$ cat src/rtl/dmem_pkg.sv
`default_nettype none
// ============================================================================
// Module : dmem_pkg
// Desc   : Shared widths and arbiter state encoding for the data-memory port.
// Rev    : 1.0
// ============================================================================
package dmem_pkg;

  localparam int DMEM_ADDR_W = 10;
  localparam int DMEM_DATA_W = 32;

  localparam logic [0:0] ST_IDLE     = 1'b0;
  localparam logic [0:0] ST_DBG_RESP = 1'b1;

  typedef enum logic [0:0] {
    IDLE     = ST_IDLE,
    DBG_RESP = ST_DBG_RESP
  } dmem_arb_state_t;

endpackage
`default_nettype wire

$ cat src/rtl/dmem_starve_counter.sv
`default_nettype none
// ============================================================================
// Module : dmem_starve_counter
// Desc   : Saturating count of cycles a pending debug request has been denied.
// Rev    : 1.0
// ============================================================================
module dmem_starve_counter
  import dmem_pkg::*;
#(
  parameter int MAX_WAIT = 8
) (
  input  logic clock,
  input  logic reset_n,
  input  logic inc,
  input  logic clr,
  output logic at_max
);

  localparam int CNT_W = (MAX_WAIT > 0) ? $clog2(MAX_WAIT + 1) : 1;
  localparam logic [CNT_W-1:0] CNT_MAX = CNT_W'(MAX_WAIT);

  logic [CNT_W-1:0] cnt_q;
  logic [CNT_W-1:0] cnt_d;

  always_comb begin
    cnt_d = cnt_q;
    if (clr) begin
      cnt_d = '0;
    end else if (inc && (cnt_q != CNT_MAX)) begin
      cnt_d = cnt_q + CNT_W'(1);
    end
  end

  always_ff @(posedge clock or negedge reset_n) begin
    if (!reset_n) begin
      cnt_q <= '0;
    end else begin
      cnt_q <= cnt_d;
    end
  end

  // With MAX_WAIT = 0 the count is pinned at zero, so debug always wins.
  assign at_max = (cnt_q == CNT_MAX);

endmodule
`default_nettype wire

$ cat src/rtl/dmem_arbiter.sv
`default_nettype none
// ============================================================================
// Module : dmem_arbiter
// Desc   : Shares the single-port data BRAM between the MEM stage and debug.
// Rev    : 1.0
// ============================================================================
module dmem_arbiter
  import dmem_pkg::*;
#(
  parameter int ADDR_W   = DMEM_ADDR_W,
  parameter int DATA_W   = DMEM_DATA_W,
  parameter int MAX_WAIT = 8
) (
  input  logic              clock,
  input  logic              reset_n,
  input  logic              pipe_req,
  input  logic              pipe_we,
  input  logic [ADDR_W-1:0] pipe_addr,
  input  logic [DATA_W-1:0] pipe_wdata,
  output logic [DATA_W-1:0] pipe_rdata,
  output logic              pipe_stall,
  input  logic              dbg_req,
  input  logic              dbg_we,
  input  logic [ADDR_W-1:0] dbg_addr,
  input  logic [DATA_W-1:0] dbg_wdata,
  output logic              dbg_ack,
  output logic [DATA_W-1:0] dbg_rdata,
  output logic              mem_we,
  output logic [ADDR_W-1:0] mem_addr,
  output logic [DATA_W-1:0] mem_din,
  input  logic [DATA_W-1:0] mem_dout
);

  dmem_arb_state_t   state_q;
  dmem_arb_state_t   state_d;
  logic [DATA_W-1:0] dbg_rdata_q;
  logic [DATA_W-1:0] dbg_rdata_d;
  logic              at_max;
  logic              in_idle;
  logic              grant;
  logic              wait_inc;
  logic              wait_clr;

  assign in_idle = (state_q == IDLE);
  // Gating with reset_n keeps the BRAM write enable quiet while reset is held.
  assign grant   = reset_n & in_idle & dbg_req & (~pipe_req | at_max);

  assign wait_inc = in_idle & dbg_req & pipe_req & ~grant;
  assign wait_clr = grant | ~dbg_req;

  dmem_starve_counter #(
    .MAX_WAIT (MAX_WAIT)
  ) u_starve (
    .clock   (clock),
    .reset_n (reset_n),
    .inc     (wait_inc),
    .clr     (wait_clr),
    .at_max  (at_max)
  );

  always_comb begin
    state_d = state_q;
    case (state_q)
      IDLE:     state_d = grant ? DBG_RESP : IDLE;
      DBG_RESP: state_d = IDLE;
      default:  state_d = IDLE;
    endcase
  end

  assign dbg_rdata_d = (state_q == DBG_RESP) ? mem_dout : dbg_rdata_q;

  always_ff @(posedge clock or negedge reset_n) begin
    if (!reset_n) begin
      state_q     <= IDLE;
      dbg_rdata_q <= '0;
    end else begin
      state_q     <= state_d;
      dbg_rdata_q <= dbg_rdata_d;
    end
  end

  always_comb begin
    mem_we   = reset_n & pipe_req & pipe_we;
    mem_addr = pipe_addr;
    mem_din  = pipe_wdata;
    if (grant) begin
      mem_we   = dbg_we;
      mem_addr = dbg_addr;
      mem_din  = dbg_wdata;
    end
  end

  assign pipe_stall = grant & pipe_req;
  assign pipe_rdata = mem_dout;
  assign dbg_ack    = (state_q == DBG_RESP);
  // Read data is forwarded in the ack cycle, then held by the register.
  assign dbg_rdata  = dbg_rdata_d;

endmodule
`default_nettype wire
$ cat config.mk
export PLATFORM = sky130hd
export DESIGN_NAME = dmem_arbiter
export DESIGN_NICKNAME = d
export VERILOG_FILES = /design/src/rtl/dmem_pkg.sv /design/src/rtl/dmem_starve_counter.sv /design/src/rtl/dmem_arbiter.sv
export SDC_FILE = /design/constraint.sdc
export NUM_CORES = 1
export LEC_CHECK = 0
export ABC_AREA = 1
export ABC_CLOCK_PERIOD_IN_PS = 3420
export CAP_MARGIN = 20
export CORE_MARGIN = 5
export CORE_UTILIZATION = 33
export DETAILED_ROUTE_END_ITERATION = 7
export MAX_ROUTING_LAYER = met4
export PLACE_DENSITY = 0.87
export SLEW_MARGIN = 40
export SYNTH_ARGS = -nofsm -noshare
export SYNTH_HDL_FRONTEND = slang
export SYNTH_HIERARCHICAL = 1
export SYNTH_SLANG_ARGS = --single-unit
$ cat constraint.sdc
create_clock -name clock -period 3.42 [get_ports clock]
set_input_delay 1.026 -clock clock [delete_from_list [all_inputs] [get_ports clock]]
set_output_delay 1.026 -clock clock [all_outputs]
set_load 0.01 [all_outputs]
## Yosys cells after proc, flatten, opt, wreduce, memory -nomap -nowiden

Index checks and enable logic that the tools add are counted.
W data, S select, Z words.

| word-level totals | value |
|---|---|
| register bits after elaboration | 37 |
| memories | 0 |
| logic and storage cells | 31 |
| latch bits | 0 |
| output and inout port bits | 109 |
| bits in writable memories | 0 |
| input port bits | 122 |
| memory bits (read-only) | 0 |

| operators by class | value |
|---|---|
| div/mod/pow operators | 0 |
| add/sub/neg operators | 1 |
| multiply operators | 0 |
| shift-type cells | 0 |
| reduce and logical (&&, ||, !) cells | 2 |
| eq/ne operators | 2 |
| multiplexer cells | 8 |
| bitwise operators | 15 |
| order comparisons | 0 |

Operator list:

| operator | count |
|---|---|
| $mux W32 | 2 |
| $mux W10 | 1 |
| $and A1 B1 Y1 | 9 |
| $mux W4 | 2 |
| $add A4 B1 Y4 const B | 1 |
| $eq A4 B4 Y1 const B | 1 |
| $ne A4 B4 Y1 const B | 1 |
| $not A1 Y1 | 4 |
| $mux W1 | 2 |
| $or A1 B1 Y1 | 2 |
| $pmux W1 S2 | 1 |
| $reduce_bool A2 Y1 | 1 |
| $logic_and A1 B1 Y1 | 1 |

## Depth between registers and ports, before layout

| logic depth | value |
|---|---|
| depth in word-level cells | 9 |
| mapped depth | 13 |
| gate-level depth less buffers | 13 |

## Cells and area by module

The synthesis kept the hierarchy.

By module, submodules not included:

| module | seq. area each (µm²) | area each (µm²) | cells each | instances |
|---|---|---|---|---|
| dmem_arbiter | 825.8 | 2225.9 | 260 | 1 |
| dmem_starve_counter | 100.1 | 229.0 | 29 | 1 |

## Worst setup path after synthesis

Ideal clock, no wire load.

| timing | value |
|---|---|
| kind | input-to-output |
| from | input port reset_n |
| to | output port mem_addr[1] |
| arrival | 1.702 ns |
| buffers on the path | 2 |
| cell stages on the path | 4 |
| slack | 0.692 ns |
| required time | 2.394 ns |
| path through | buf_2 > clkbuf_1 > nand4_1 > nand2_1 |

| on the way | value |
|---|---|
| cells in the longest elaborated chain, start to end | 4 |

RTL lines:

| item | line | RTL |
|---|---|---|
| start: declaration | dmem_arbiter.sv:15 | `input logic reset_n,` |
| $and A1 B1 Y1 (3 in a row) | dmem_arbiter.sv:46 | `assign grant = reset_n & in_idle & dbg_req & (~pipe_req \| at_max);` |
| $mux W10 | dmem_arbiter.sv:86 | `if (grant) begin` |
| end: declaration | dmem_arbiter.sv:29 | `output logic [ADDR_W-1:0] mem_addr,` |

Every way passes these cells.

## Worst setup path after layout

| timing | value |
|---|---|
| from | input port dbg_req |
| to | output port mem_din[1] |

| on the way | value |
|---|---|
| cells in the longest elaborated chain, start to end | 3 |

RTL lines:

| item | line | RTL |
|---|---|---|
| start: declaration | dmem_arbiter.sv:22 | `input logic dbg_req,` |
| $and A1 B1 Y1 (2 in a row) | dmem_arbiter.sv:46 |  |
| $mux W32 | dmem_arbiter.sv:86 |  |
| end: declaration | dmem_arbiter.sv:30 | `output logic [DATA_W-1:0] mem_din,` |

Every way passes these cells.

==> reports/results.txt <==
Status: completed
TNS Setup: 0 ns
Core Rows: 31
Worst hold path type: reg2reg
Via Count: 2814
Crit-path max FO: 18
DRC viols: 0
Layout Cells excl Fill: 594
Bufs on Longest Clock Path: 2
Final Core Density: 67.6%
Crit Path Category: in2out
Placement Cell Area: 4670 um2
Count of different cell masters after synthesis: 17
Drt pass-1 iters: 4
RSZ-0062 raised after global routing: false
PortBufs: 230
Hold depth: 1
Number of filler cells placed in the layout: 566
Routed length per instance: 16.5 um
Register area: 926 um2
Clock latency on the worst-skew pair: 0.27 ns
Worst reg2reg startpoint: u_starve/cnt_q[0]
Ratio of cells with drive above 1 in the final layout: 13.5%
Slew @ Worst Pin: 0.415 ns
Vias per inst: 4.74
Fmax: 299 MHz
CTS Sinks: 37
Root buf cell: clkbuf_8
Tmin final: 3.35 ns
Hold Vio Cnt, Final: 0
Yosys Warn Count: 6
All-layer global routing usage: 20.6%
WHS Endpoint: dbg_rdata_q[30]
Die height: 96.3 um
Max-Cap Viols: 0
Post-Place Setup Slack: -0.306 ns
Starting Density: 33.8%
IO Pins: 231
CTS tree: done
Cell Area, Synth: 2450 um2
Die area: 9260 um2
Final #Nets: 620
Dpl hpwl: 7720 um
Routability cong.: 0.720
Finish-stage setup viols: 0
Area delta synth->final: 99.8%
First-pass GRT wire length: 14500 um
Clk_skew: 0.00573 ns
Req. time, crit path: 2.39 ns
Cell Pwr Density: 315 nW/um2
GRT Residual Overflow: 0
Flop2flop setup slack: 1.06 ns
Hold_sp: dbg_rdata_q[30]
Syn_nets: 413
Total CTS buffers: 5
WHS: 0.495 ns
H-Tree Level Count: 2
Critical R2R Capture: u_starve/cnt_q[3]
Worst-case vdd ir drop: 0.143 mV
DIE WIDTH: 96.3 um
Synth Instances: 289
Final instance area: 4910 um2
CORE AREA: 7250 um2
Max-slew violation count: 0
WP data arrival: 2.32 ns
CP Capture Type: output port
Total Wirelength: 9830 um
Multi-input logic area: 1130 um2
Total power: 1.55 mW
Vias in the first global route: 2886
Worst setup slack after layout: 0.0732 ns
Relative slew slack: 72.3%
Worst setup SP type: input port
Post-route clock period utilization: 97.9%
Antenna diode count: 0
Largest net degree at the start of global routing: 34
R2R cell count: 15
Post-route ant nets: 0
Syn_area_per_cell: 8.49 um2
Placed insts: 579
Register area share after synthesis: 37.7%
Initial DRC count: 68
CTS clk-pin slew, worst paths: 0.06 ns
Initial antenna violation count: 0
Leak pwr: 2.23 nW
Seq cells post-synth: 37
registers in the layout, summed over array words and instances, names as in the netlist:
name / flops
dbg_rdata_q: 32
dbg_ack: 1
u_starve/cnt_q: 4
worst max path at each step:
stage | startpoint | end | slack [ns]
after CTS | pipe_req | mem_din[31] | 0.01
final | dbg_req | mem_din[1] | 0.07
after floorplan | reset_n | mem_addr[1] | 0.69
after detailed placement | dbg_req | pipe_stall | -0.31
after global routing | dbg_req | mem_din[27] | 0.02
after global placement | pipe_req | mem_addr[9] | -0.27
cell usage after synthesis:
cell,count,area [um2]
a31oi_1,1,6.26
mux2_2,32,360
dfrtp_1,37,926
inv_1,9,33.8
buf_6,4,45.0
buf_1,1,3.75
nand3b_1,1,7.51
buf_2,13,65.1
nor2_8,1,20.0
clkbuf_1,2,7.51
nand2_1,97,364
nand3_4,1,17.5
nand3_1,3,15.0
ha_1,2,25.0
nand4_1,46,288
nor2_1,6,22.5
buf_4,33,248
cell usage in the layout (no fill, tap or decap), types with 2 or more instances in the layout:
cell type          n
buf_12             7
buf_4             11
inv_1              8
bufbuf_16          2
dfrtp_1           37
nand3_1            3
buf_6              2
clkdlybuf4s15_1   29
nor2_1             6
nand2_1           96
nand4_1           46
mux2_2            32
dlygate4sd2_1     15
clkdlybuf4s50_1  183
clkbuf_8           5
ha_1               2
kinds of logic after synthesis:
| logic type | count (synthesis) | synth area share, % |
|---|---|---|
| buffers and inverters | 62 | 16.4 |
| AOI/OAI and AO/OA | 1 | 0.255 |
| adders and majority gates | 2 | 1.02 |
| and+or+nand+nor | 155 | 29.9 |
| DFF | 37 | 37.7 |
| muxes | 32 | 14.7 |
layer usage:
metal  GRT usage [%]  routed length, um  vias to the layer above
met5               -                  0                        -
met2            39.1               5540                      129
met4            4.62                131                        0
met1            22.0               3450                     1313
li1                -                  -                     1362
met3            3.83                709                       10
critical path, stage by stage:
cell           delay, ns
dlygate4sd2_1       0.24
inv_2               0.07
nor2_8              0.11
buf_12              0.11
nand3_4             0.09
buf_12              0.15
buf_12              0.14
nand2_1             0.06
nand2_1             0.05
dlygate4sd2_1       0.28
where the power goes:
| group | switching, mW | leakage, nW | total [mW] | internal (mW) |
|---|---|---|---|---|
| clock network | 0.134 | 0.0399 | 0.267 | 0.134 |
| logic | 0.290 | 1.74 | 0.742 | 0.452 |
| registers | 0.0204 | 0.448 | 0.538 | 0.517 |
| total | 0.444 | 2.23 | 1.55 | 1.10 |
layout make-up:
| class | count | share of cell area [%] |
|---|---|---|
| repair buffers | 253 | 53.4 |
| flip-flops and latches | 37 | 18.9 |
| well taps | 99 | 2.52 |
| multi-input cells | 190 | 23.0 |
| clock inverters | 1 | 0.102 |
| clock buffers | 5 | 1.40 |
| inverters | 9 | 0.689 |
what timing repair did:
item,CTS,global route
hold buffers,0,0
buffers inserted,6,0
endpoints found under the setup margin,44,44
hold endpoints to repair,0,0
gates resized for setup,56,26
gates cloned,3,0
pin swaps,1,2
Note: power is estimated with default switching activity, not from simulation.
